**src/rtl/alu_cmd_issuer_if.sv**
```systemverilog
// Bundle of command, ALU-side and response signals between the issuer and its environment.
// The master modport is the issuer; the slave modport is the requester/ALU/consumer side.
interface alu_cmd_issuer_if #(
  parameter int WIDTH     = 16,
  parameter int ERR_CNT_W = 8
);
  logic                 CMD_VALID;
  logic                 CMD_READY;
  logic [WIDTH-1:0]     CMD_A;
  logic [WIDTH-1:0]     CMD_B;
  logic [3:0]           CMD_FUN;
  logic [WIDTH-1:0]     ALU_A;
  logic [WIDTH-1:0]     ALU_B;
  logic [3:0]           ALU_FUN;
  logic [WIDTH-1:0]     ALU_OUT;
  logic                 ARITH_FLAG;
  logic                 LOGIC_FLAG;
  logic                 CMP_FLAG;
  logic                 SHIFT_FLAG;
  logic                 RSP_VALID;
  logic                 RSP_READY;
  logic [WIDTH-1:0]     RSP_DATA;
  logic [3:0]           RSP_FLAGS;
  logic                 RSP_ERR;
  logic                 RSP_DZ;
  logic [15:0]          ISSUED_CNT;
  logic [ERR_CNT_W-1:0] ERR_CNT;

  modport master (
    input  CMD_VALID, CMD_A, CMD_B, CMD_FUN,
    input  ALU_OUT, ARITH_FLAG, LOGIC_FLAG, CMP_FLAG, SHIFT_FLAG,
    input  RSP_READY,
    output CMD_READY, ALU_A, ALU_B, ALU_FUN,
    output RSP_VALID, RSP_DATA, RSP_FLAGS, RSP_ERR, RSP_DZ,
    output ISSUED_CNT, ERR_CNT
  );

  modport slave (
    output CMD_VALID, CMD_A, CMD_B, CMD_FUN,
    output ALU_OUT, ARITH_FLAG, LOGIC_FLAG, CMP_FLAG, SHIFT_FLAG,
    output RSP_READY,
    input  CMD_READY, ALU_A, ALU_B, ALU_FUN,
    input  RSP_VALID, RSP_DATA, RSP_FLAGS, RSP_ERR, RSP_DZ,
    input  ISSUED_CNT, ERR_CNT
  );
endinterface

```
**src/rtl/alu_cmd_issuer.sv**
```systemverilog
// Single-outstanding command initiator for the registered 16-bit ALU: issues operands,
// captures result and class flags, checks the class, intercepts divide-by-zero.
module alu_cmd_issuer #(
  parameter int WIDTH     = 16,
  parameter int ERR_CNT_W = 8
) (
  input  logic              CLK,
  input  logic              RST,
  alu_cmd_issuer_if.master  bus
);

  typedef enum logic [1:0] {IDLE, ISSUE, CAPTURE, RESP} state_t;

  state_t               state_q, state_d;
  logic [WIDTH-1:0]     alu_a_q, alu_a_d;
  logic [WIDTH-1:0]     alu_b_q, alu_b_d;
  logic [3:0]           alu_fun_q, alu_fun_d;
  logic [WIDTH-1:0]     rsp_data_q, rsp_data_d;
  logic [3:0]           rsp_flags_q, rsp_flags_d;
  logic                 rsp_err_q, rsp_err_d;
  logic                 rsp_dz_q, rsp_dz_d;
  logic [15:0]          issued_cnt_q, issued_cnt_d;
  logic [ERR_CNT_W-1:0] err_cnt_q, err_cnt_d;

  logic                 cmd_ready;
  logic                 cmd_fire;
  logic                 div_zero;
  logic                 flag_mismatch;
  logic [3:0]           flags_in;
  logic [3:0]           exp_class;

  // Ready is masked by reset so nothing is accepted while reset is held.
  assign cmd_ready = (state_q == IDLE) && !RST;
  assign cmd_fire  = bus.CMD_VALID && cmd_ready;
  assign div_zero  = (bus.CMD_FUN == 4'b0011) && (bus.CMD_B == '0);
  assign flags_in  = {bus.ARITH_FLAG, bus.LOGIC_FLAG, bus.CMP_FLAG, bus.SHIFT_FLAG};
  assign flag_mismatch = (flags_in != exp_class);

  always_comb begin
    if (alu_fun_q <= 4'd3)       exp_class = 4'b1000;
    else if (alu_fun_q <= 4'd9)  exp_class = 4'b0100;
    else if (alu_fun_q <= 4'd12) exp_class = 4'b0010;
    else                         exp_class = 4'b0001;
  end

  always_comb begin
    state_d      = state_q;
    alu_a_d      = alu_a_q;
    alu_b_d      = alu_b_q;
    alu_fun_d    = alu_fun_q;
    rsp_data_d   = rsp_data_q;
    rsp_flags_d  = rsp_flags_q;
    rsp_err_d    = rsp_err_q;
    rsp_dz_d     = rsp_dz_q;
    issued_cnt_d = issued_cnt_q;
    err_cnt_d    = err_cnt_q;
    case (state_q)
      IDLE: begin
        if (cmd_fire) begin
          alu_a_d = bus.CMD_A;
          alu_b_d = bus.CMD_B;
          if (div_zero) begin
            // Substitute an ADD so the ALU never sees a zero divisor.
            alu_fun_d   = 4'b0000;
            rsp_data_d  = '1;
            rsp_flags_d = 4'b0000;
            rsp_err_d   = 1'b0;
            rsp_dz_d    = 1'b1;
            state_d     = RESP;
          end else begin
            alu_fun_d = bus.CMD_FUN;
            state_d   = ISSUE;
          end
        end
      end
      ISSUE: begin
        issued_cnt_d = issued_cnt_q + 16'd1;
        state_d      = CAPTURE;
      end
      CAPTURE: begin
        rsp_data_d  = bus.ALU_OUT;
        rsp_flags_d = flags_in;
        rsp_dz_d    = 1'b0;
        rsp_err_d   = flag_mismatch;
        if (flag_mismatch && (err_cnt_q != '1)) begin
          err_cnt_d = err_cnt_q + ERR_CNT_W'(1);
        end
        state_d = RESP;
      end
      RESP: begin
        if (bus.RSP_READY) begin
          state_d = IDLE;
        end
      end
      default: state_d = IDLE;
    endcase
  end

  always_ff @(posedge CLK) begin
    if (RST) begin
      state_q      <= IDLE;
      alu_a_q      <= '0;
      alu_b_q      <= '0;
      alu_fun_q    <= '0;
      rsp_data_q   <= '0;
      rsp_flags_q  <= '0;
      rsp_err_q    <= 1'b0;
      rsp_dz_q     <= 1'b0;
      issued_cnt_q <= '0;
      err_cnt_q    <= '0;
    end else begin
      state_q      <= state_d;
      alu_a_q      <= alu_a_d;
      alu_b_q      <= alu_b_d;
      alu_fun_q    <= alu_fun_d;
      rsp_data_q   <= rsp_data_d;
      rsp_flags_q  <= rsp_flags_d;
      rsp_err_q    <= rsp_err_d;
      rsp_dz_q     <= rsp_dz_d;
      issued_cnt_q <= issued_cnt_d;
      err_cnt_q    <= err_cnt_d;
    end
  end

  assign bus.CMD_READY  = cmd_ready;
  assign bus.ALU_A      = alu_a_q;
  assign bus.ALU_B      = alu_b_q;
  assign bus.ALU_FUN    = alu_fun_q;
  assign bus.RSP_VALID  = (state_q == RESP);
  assign bus.RSP_DATA   = rsp_data_q;
  assign bus.RSP_FLAGS  = rsp_flags_q;
  assign bus.RSP_ERR    = rsp_err_q;
  assign bus.RSP_DZ     = rsp_dz_q;
  assign bus.ISSUED_CNT = issued_cnt_q;
  assign bus.ERR_CNT    = err_cnt_q;

endmodule
```
**src/flat_wrapper.sv**
```systemverilog
// flat-port wrapper written by rule: the top's interface ports become plain ports
module alu_cmd_issuer_flat 
#(
  parameter int WIDTH     = 16,
  parameter int ERR_CNT_W = 8
)
  (CLK, RST, bus_CMD_VALID, bus_CMD_A, bus_CMD_B, bus_CMD_FUN, bus_ALU_OUT, bus_ARITH_FLAG, bus_LOGIC_FLAG, bus_CMP_FLAG, bus_SHIFT_FLAG, bus_RSP_READY, bus_CMD_READY, bus_ALU_A, bus_ALU_B, bus_ALU_FUN, bus_RSP_VALID, bus_RSP_DATA, bus_RSP_FLAGS, bus_RSP_ERR, bus_RSP_DZ, bus_ISSUED_CNT, bus_ERR_CNT);
  alu_cmd_issuer_if #(.WIDTH(WIDTH), .ERR_CNT_W(ERR_CNT_W)) bus_i ();
  input  logic CLK;
  input  logic RST;
  input wire logic [$bits(bus_i.CMD_VALID)-1:0] bus_CMD_VALID;
  input wire logic [$bits(bus_i.CMD_A)-1:0] bus_CMD_A;
  input wire logic [$bits(bus_i.CMD_B)-1:0] bus_CMD_B;
  input wire logic [$bits(bus_i.CMD_FUN)-1:0] bus_CMD_FUN;
  input wire logic [$bits(bus_i.ALU_OUT)-1:0] bus_ALU_OUT;
  input wire logic [$bits(bus_i.ARITH_FLAG)-1:0] bus_ARITH_FLAG;
  input wire logic [$bits(bus_i.LOGIC_FLAG)-1:0] bus_LOGIC_FLAG;
  input wire logic [$bits(bus_i.CMP_FLAG)-1:0] bus_CMP_FLAG;
  input wire logic [$bits(bus_i.SHIFT_FLAG)-1:0] bus_SHIFT_FLAG;
  input wire logic [$bits(bus_i.RSP_READY)-1:0] bus_RSP_READY;
  output wire logic [$bits(bus_i.CMD_READY)-1:0] bus_CMD_READY;
  output wire logic [$bits(bus_i.ALU_A)-1:0] bus_ALU_A;
  output wire logic [$bits(bus_i.ALU_B)-1:0] bus_ALU_B;
  output wire logic [$bits(bus_i.ALU_FUN)-1:0] bus_ALU_FUN;
  output wire logic [$bits(bus_i.RSP_VALID)-1:0] bus_RSP_VALID;
  output wire logic [$bits(bus_i.RSP_DATA)-1:0] bus_RSP_DATA;
  output wire logic [$bits(bus_i.RSP_FLAGS)-1:0] bus_RSP_FLAGS;
  output wire logic [$bits(bus_i.RSP_ERR)-1:0] bus_RSP_ERR;
  output wire logic [$bits(bus_i.RSP_DZ)-1:0] bus_RSP_DZ;
  output wire logic [$bits(bus_i.ISSUED_CNT)-1:0] bus_ISSUED_CNT;
  output wire logic [$bits(bus_i.ERR_CNT)-1:0] bus_ERR_CNT;
  assign bus_i.CMD_VALID = bus_CMD_VALID;
  assign bus_i.CMD_A = bus_CMD_A;
  assign bus_i.CMD_B = bus_CMD_B;
  assign bus_i.CMD_FUN = bus_CMD_FUN;
  assign bus_i.ALU_OUT = bus_ALU_OUT;
  assign bus_i.ARITH_FLAG = bus_ARITH_FLAG;
  assign bus_i.LOGIC_FLAG = bus_LOGIC_FLAG;
  assign bus_i.CMP_FLAG = bus_CMP_FLAG;
  assign bus_i.SHIFT_FLAG = bus_SHIFT_FLAG;
  assign bus_i.RSP_READY = bus_RSP_READY;
  assign bus_CMD_READY = bus_i.CMD_READY;
  assign bus_ALU_A = bus_i.ALU_A;
  assign bus_ALU_B = bus_i.ALU_B;
  assign bus_ALU_FUN = bus_i.ALU_FUN;
  assign bus_RSP_VALID = bus_i.RSP_VALID;
  assign bus_RSP_DATA = bus_i.RSP_DATA;
  assign bus_RSP_FLAGS = bus_i.RSP_FLAGS;
  assign bus_RSP_ERR = bus_i.RSP_ERR;
  assign bus_RSP_DZ = bus_i.RSP_DZ;
  assign bus_ISSUED_CNT = bus_i.ISSUED_CNT;
  assign bus_ERR_CNT = bus_i.ERR_CNT;
  alu_cmd_issuer #(.WIDTH(WIDTH), .ERR_CNT_W(ERR_CNT_W)) u_core (.CLK(CLK), .RST(RST), .bus(bus_i));
endmodule
```
**config.mk**
```make
export PLATFORM = sky130hd
export DESIGN_NAME = alu_cmd_issuer_flat
export DESIGN_NICKNAME = d
export VERILOG_FILES = /design/src/rtl/alu_cmd_issuer_if.sv /design/src/rtl/alu_cmd_issuer.sv /design/src/flat_wrapper.sv
export SDC_FILE = /design/constraint.sdc
export NUM_CORES = 1
export LEC_CHECK = 0
export ABC_CLOCK_PERIOD_IN_PS = 2360
export CAP_MARGIN = 20
export CORE_ASPECT_RATIO = 0.75
export CORE_UTILIZATION = 40
export DETAILED_ROUTE_END_ITERATION = 8
export HOLD_SLACK_MARGIN = 0.02
export PLACE_DENSITY = 0.78
export SYNTH_ARGS = -nofsm -noshare
export SYNTH_HDL_FRONTEND = slang
export SYNTH_SLANG_ARGS = --single-unit
```
**constraint.sdc**
```tcl
create_clock -name CLK -period 2.36 [get_ports CLK]
set_clock_uncertainty 0.2 [all_clocks]
set_input_delay 0.472 -clock CLK [delete_from_list [all_inputs] [get_ports CLK]]
set_output_delay 0.472 -clock CLK [all_outputs]
set_load 0.1 [all_outputs]
```
; After elaboration in Yosys (flattened, before gate mapping)
; Cells that the tools add are included.
[classes]
addsub = 2
reduce_logical = 12
div_mod_pow = 0
n_mux = 20
n_mul = 0
shift = 0
eq_ne = 9
magnitude_cmp = 3
bitwise_logic = 0
[op_table]
columns = operator, n
row1 = 16-bit two-way mux, 2
row2 = 16-bit case mux with 2 select lines, 1
row3 = 4-bit two-way mux, 5
row4 = "16-bit by 1-bit adder with 16-bit output, second input constant", 1
row5 = 16-bit logical NOT, 1
row6 = "8-bit by 1-bit adder with 8-bit output, second input constant", 1
row7 = "4-bit less-or-equal comparator, second input constant", 2
row8 = 2-bit two-way mux, 4
row9 = "8-bit != test, second input constant", 1
row10 = 2-bit case mux with 4 select lines, 1
row11 = 4-bit case mux with 2 select lines, 1
row12 = 2-bit AND reduction, 3
row13 = "2-bit == test, second input constant", 2
row14 = "4-bit by 2-bit == test with 1-bit output, second input constant", 1
row15 = "4-bit by 2-bit less-or-equal comparator with 1-bit output, second input constant", 1
row16 = 1-bit logical AND, 4
row17 = 1-bit two-way mux, 4
row18 = "2-bit by 1-bit != test with 1-bit output, second input constant", 2
row19 = 4-bit != test, 1
row20 = 1-bit case mux with 2 select lines, 2
row21 = 3-bit AND reduction, 1
row22 = "2-bit by 1-bit == test with 1-bit output, second input constant", 1
row23 = 2-bit logical NOT, 1
row24 = "2-bit != test, second input constant", 1
row25 = 2 further kinds, 2
[totals]
n_memories = 0
ramBits = 0
latch_bits = 0
mem_bits_ro = 0
word_cells = 56
ff_bits = 84
output_inout_bits = 84
inputBits = 60

; Depth between registers and ports, before layout
[depth]
word_depth = 7
ltp_mapped = 9
mapped_depth_nobuf = 8

; Worst setup path after synthesis
; OpenSTA, ideal clock, no wires.
[synth_path]
path_type = reg-to-reg
from = register u_core.state_q[0]
to = register u_core.rsp_data_q[0], in the netlist u_core.bus.RSP_DATA[0]
setup_slack_ps = -1085
n_path_buf = 1
setup_ps = 119
required_ps = 2041
synth_period_minus_slack_ps = 3445
t_arrival_ps = 3126
path_stages_with_launch = 9
path_cell_list = dfxtp_1 inv_1 ha_1 nor2b_1 nand2_1 nor3_1 o21ai_0 buf_2 o221a_2
[synth_via]
elab_chain_len = 5
word_cells_on_any_way = 9
cone_classes = 3 x eq/ne / 1 x mux / 5 x reduce/logical
[synth_lines]
columns = item, line
row1 = start: declaration, alu_cmd_issuer.sv:14  ; state_t state_q, state_d;
row2 = start signal: assignment, alu_cmd_issuer.sv:112  ; state_q <= state_d;
row3 = 2-bit logical NOT, alu_cmd_issuer.sv:33  ; assign cmd_ready = (state_q == IDLE) && !RST;
row4 = 1-bit logical AND, alu_cmd_issuer.sv:33
row5 = via bus_CMD_READY, flat_wrapper.sv:21  ; output wire logic [$bits(bus_i.CMD_READY)-1:0] bus_CMD_READY;
row6 = 1-bit logical AND, alu_cmd_issuer.sv:34  ; assign cmd_fire = bus.CMD_VALID && cmd_ready;
row7 = 2-bit by 1-bit != test with 1-bit output (no source line), n/a
row8 = 3-bit AND reduction (no source line), n/a
row9 = end signal: assignment, alu_cmd_issuer.sv:116  ; rsp_data_q <= rsp_data_d;
row10 = end: declaration, alu_cmd_issuer.sv:18  ; logic [WIDTH-1:0] rsp_data_q, rsp_data_d;
; The timed path passes the listed nets, and every way through them passes these cells.
; A chain may end at the register's enable or synchronous reset.

; Worst setup path in the final report
[layout_path]
from = input port bus_CMD_B[0]
to = register u_core.rsp_data_q[1], in the netlist u_core.bus.RSP_DATA[1]
[layout_via]
elab_chain_len = 4
[layout_lines]
columns = item, line
row1 = start: declaration, flat_wrapper.sv:13  ; input wire logic [$bits(bus_i.CMD_B)-1:0] bus_CMD_B;
row2 = 16-bit logical NOT, alu_cmd_issuer.sv:35  ; assign div_zero = (bus.CMD_FUN == 4'b0011) && (bus.CMD_B == '0);
row3 = 1-bit logical AND, alu_cmd_issuer.sv:35
row4 = 2-bit by 1-bit != test with 1-bit output (no source line), n/a
row5 = 3-bit AND reduction (no source line), n/a
; Every way passes these cells.

==> reports/results.ini <==
[status]
status = complete, no violations

[timing]
period_share = 0.962
final-max-slew-violation-count = 0
hold_violations = 0
setup_violations = 0
fmax_ghz = 0.441
holdWs_ns = 0.256
tightest_slew_ns = 0.437
period_needed_ns = 2.27
max_slew_margin = 0.708

[worst_setup_path]
endpoint_kind = flop
crit_fanout = 17
cp.required_ns = 2.38
critPathKind = input port to flop
reg2reg_depth = 8
r2r-start = u_core.bus.ALU_FUN[3]
crit_chain = clkdlybuf4s50_1 > nor4_1 > nand2_1 > nor3_4 > o21ai_1 > buf_6 > o221a_2
timing.rr.end = u_core.bus.ERR_CNT[2]
cp_slowest_stage_delay_ns = 0.43
arrival_ns = 2.29
slowest_stage = clkdlybuf4s50_1
startpoint_type = input port
r2r_setup_slack_ns = 0.15

[detailed_routing]
wl_per_cell_um = 13.7
vias = 3246
drc = 0
drt_iter0_markers = 109
vias_per_cell = 4.99
drt_wl_total_um = 8900
detail-route-antenna-nets = 0
firstDrtPassIters = 4

[placed_design]
gp_congestion = 0.770
dpl.hpwl_um = 6450
dpl_cell_area_mm2 = 0.00491
port_buffers = 143

[finish]
multi_input_area_mm2 = 0.00159
fin_area_mm2 = 0.00528
insertedDiodeCount = 0
fill_cells = 682
finish.utilization = 0.655
nNetsFinal = 606
area_delta_synth_final_pct = 55.6
drive_gt1_frac = 0.310
seq_area_mm2 = 0.00170

[synthesis]
syn_nets = 450
syn_area_per_cell_um2 = 8.83
synth_edf_count = 0
synth-compound-area-share = 0.176
async_flop_share = 0
ys_ff_latch = 84
synthMuxAreaShare = 0.0207
syn-instance-count = 384
ys.warnings.count = 0
synth-adder-area-share = 0.0221
synth_top_family_by_area = simple AND/OR/NAND/NOR gates
netlist_area_mm2 = 0.00339
synth_flop_cell = dfxtp_1
synth_cell_types = 48
synth_xor_area_frac = 0.0413
yosys.area_share.simple = 0.198
ys_seq_area_frac = 0.496

[global_route]
grt_usage = 0.204
first_global_vias = 3089
grt_first_pass_wirelength_um = 14000
antenna_found_initial = 0
grt_max_degree = 47
grt-ovfl-total = 0

[power]
p_int_mw = 3.62
p_per_area_mw_per_mm2 = 1300
p_leak_nw = 2.24
switchingPower_mw = 3.21
vdd_drop_max_v = 0.000934
total_power_mw = 6.83
power_frac_seq = 0.276
p_clk_frac = 0.231
swShare = 0.470
power_frac_comb = 0.493

[min_path]
hold_path_end = u_core.bus.ALU_A[6]
worstHoldStart = u_core.bus.ALU_A[6]
hold_depth = 2
worstHoldPathType = flop to flop

[clocking]
clkSinkCount = 84
cts_tree = done
ctsHoldBuffers = 0
cts_made_buffers = 9
clockBufferDepth = 2
clk_pin_slew_ns = 0.06
insertion_delay_ns = 0.33
cts_root_buffer = clkbuf_16
cts_max_level = 3

[floorplan]
core_mm2 = 0.00806
initial_utilization = 0.421
die_x_um = 108
rows = 28
die-height_um = 81.7
dieArea_mm2 = 0.00885
io_pins = 144

[run]
cap_viol_max_count = 0

[registers in the layout, summed over array words and instances, names as in the netlist]
signal / cells
u_core.bus.ISSUED_CNT: 16
u_core.bus.RSP_DZ: 1
u_core.bus.RSP_ERR: 1
u_core.bus.ALU_A: 16
u_core.bus.RSP_DATA: 16
u_core.bus.ALU_B: 16
u_core.state_q: 2
u_core.bus.RSP_FLAGS: 4
u_core.bus.ALU_FUN: 4
u_core.bus.ERR_CNT: 8
[cells in the final DEF, fill, tap and decap left out, types with 3 or more instances in the layout]
| cell type | Yosys | routed |
|---|---|---|
| buf_4 | 1 | 105 |
| nand2_1 | 89 | 88 |
| dfxtp_1 | 84 | 69 |
| clkdlybuf4s50_1 | 0 | 59 |
| o21ai_0 | 38 | 37 |
| nor2_1 | 27 | 27 |
| o221a_2 | 16 | 16 |
| dfxtp_2 | 0 | 14 |
| inv_1 | 12 | 12 |
| xor2_1 | 10 | 10 |
| clkbuf_16 | 0 | 9 |
| xnor2_1 | 6 | 6 |
| and3_1 | 5 | 5 |
| nand4_1 | 5 | 5 |
| nand3_1 | 6 | 5 |
| ha_1 | 6 | 5 |
| a21oi_1 | 4 | 4 |
| mux2i_1 | 4 | 4 |
| nor4_1 | 5 | 4 |
| o32ai_1 | 4 | 4 |
| buf_12 | 0 | 4 |
| or3_1 | 3 | 3 |
| a211oi_1 | 3 | 3 |
| bufinv_16 | 0 | 3 |
[layer usage]
metal  GRT usage  routed length (um)  up-vias
li1            -                   -     1639
met3      0.0770                 704       17
met5           0                   0        -
met2       0.341                3960      121
met1       0.238                4030     1469
met4      0.0824                 200        0
[logic make-up (layout without fill, tap and decap cells)]
group | Yosys count | count (layout)
AO/OA/AOI/OAI | 82 | 82
XOR/XNOR | 16 | 16
adder cells (fa/ha/maj) | 6 | 6
buffers and inverters | 37 | 198
flip-flops | 84 | 84
multiplexers | 6 | 6
AND/OR/NAND/NOR | 153 | 153
[Yosys cell counts (3+ instances only)]
cell	count	share of area
nand2_1	89	0.099
dfxtp_1	84	0.50
o21ai_0	38	0.056
nor2_1	27	0.030
clkbuf_1	16	0.018
o221a_2	16	0.053
inv_1	12	0.013
xor2_1	10	0.026
ha_1	6	0.022
nand3_1	6	0.0089
xnor2_1	6	0.015
and3_1	5	0.0092
buf_2	5	0.0074
nand4_1	5	0.0092
nor4_1	5	0.0092
a21oi_1	4	0.0059
mux2i_1	4	0.012
o32ai_1	4	0.010
a211oi_1	3	0.0066
nor2b_1	3	0.0055
or3_1	3	0.0055
[timing repair]
item                       CTS  global route
resized for setup            0             5
pin swaps                    1             2
hold endpoints to repair     0             0
setup endpoints to repair    1            19
setup buffers                0             1
[worst max-delay path by stage]
stage,startpoint,endpoint,cells after the start
floorplan,u_core.bus.ERR_CNT[6],u_core.bus.ERR_CNT[5],5
global route,u_core.bus.ALU_FUN[3],u_core.bus.ERR_CNT[2],8
CTS,bus_CMD_B[0],u_core.bus.RSP_DATA[12],7
detailed placement,bus_CMD_B[3],u_core.bus.RSP_DATA[12],8
global placement,bus_CMD_B[3],u_core.bus.RSP_DATA[12],8
finish,bus_CMD_B[0],u_core.bus.RSP_DATA[1],7
[through the flow]
stage                     std cells  setup TNS [ns]  setup WS [ns]
after floorplan                 384               0        0.00276
after global placement          633           -7.71         -0.344
after detailed placement        633           -7.74         -0.354
after CTS                       649               0         0.0376
after global routing            650        -0.00193       -0.00193
final                           650               0         0.0905
[power by group through the flow]
| stage | clock network [mW] | registers (mW) | logic, mW |
|---|---|---|---|
| final | 1.58 | 1.89 | 3.37 |
| after global routing | 1.67 | 1.92 | 3.52 |
| after CTS | 1.61 | 1.89 | 3.37 |
| after detailed placement | 0 | 1.91 | 3.37 |
| after global placement | 0 | 1.90 | 3.33 |
| after floorplan | 0 | 3.66 | 0.795 |
[critical path, delay by kind of cell]
kind | cells | cell delay (ns)
AO/OA/AOI/OAI | 2 | 0.38
AND/OR/NAND/NOR | 3 | 0.84
buffers and inverters | 2 | 0.60
[final cells by class]
class / count / share of cell area
timing repair buffer: 169 / 0.279
sequential: 84 / 0.323
clock buffer: 11 / 0.0441
multi-input combinational: 263 / 0.301
tap: 105 / 0.0249
inverter: 13 / 0.00925
clock inverter: 5 / 0.0190
Power figures use the tool's default switching activity.
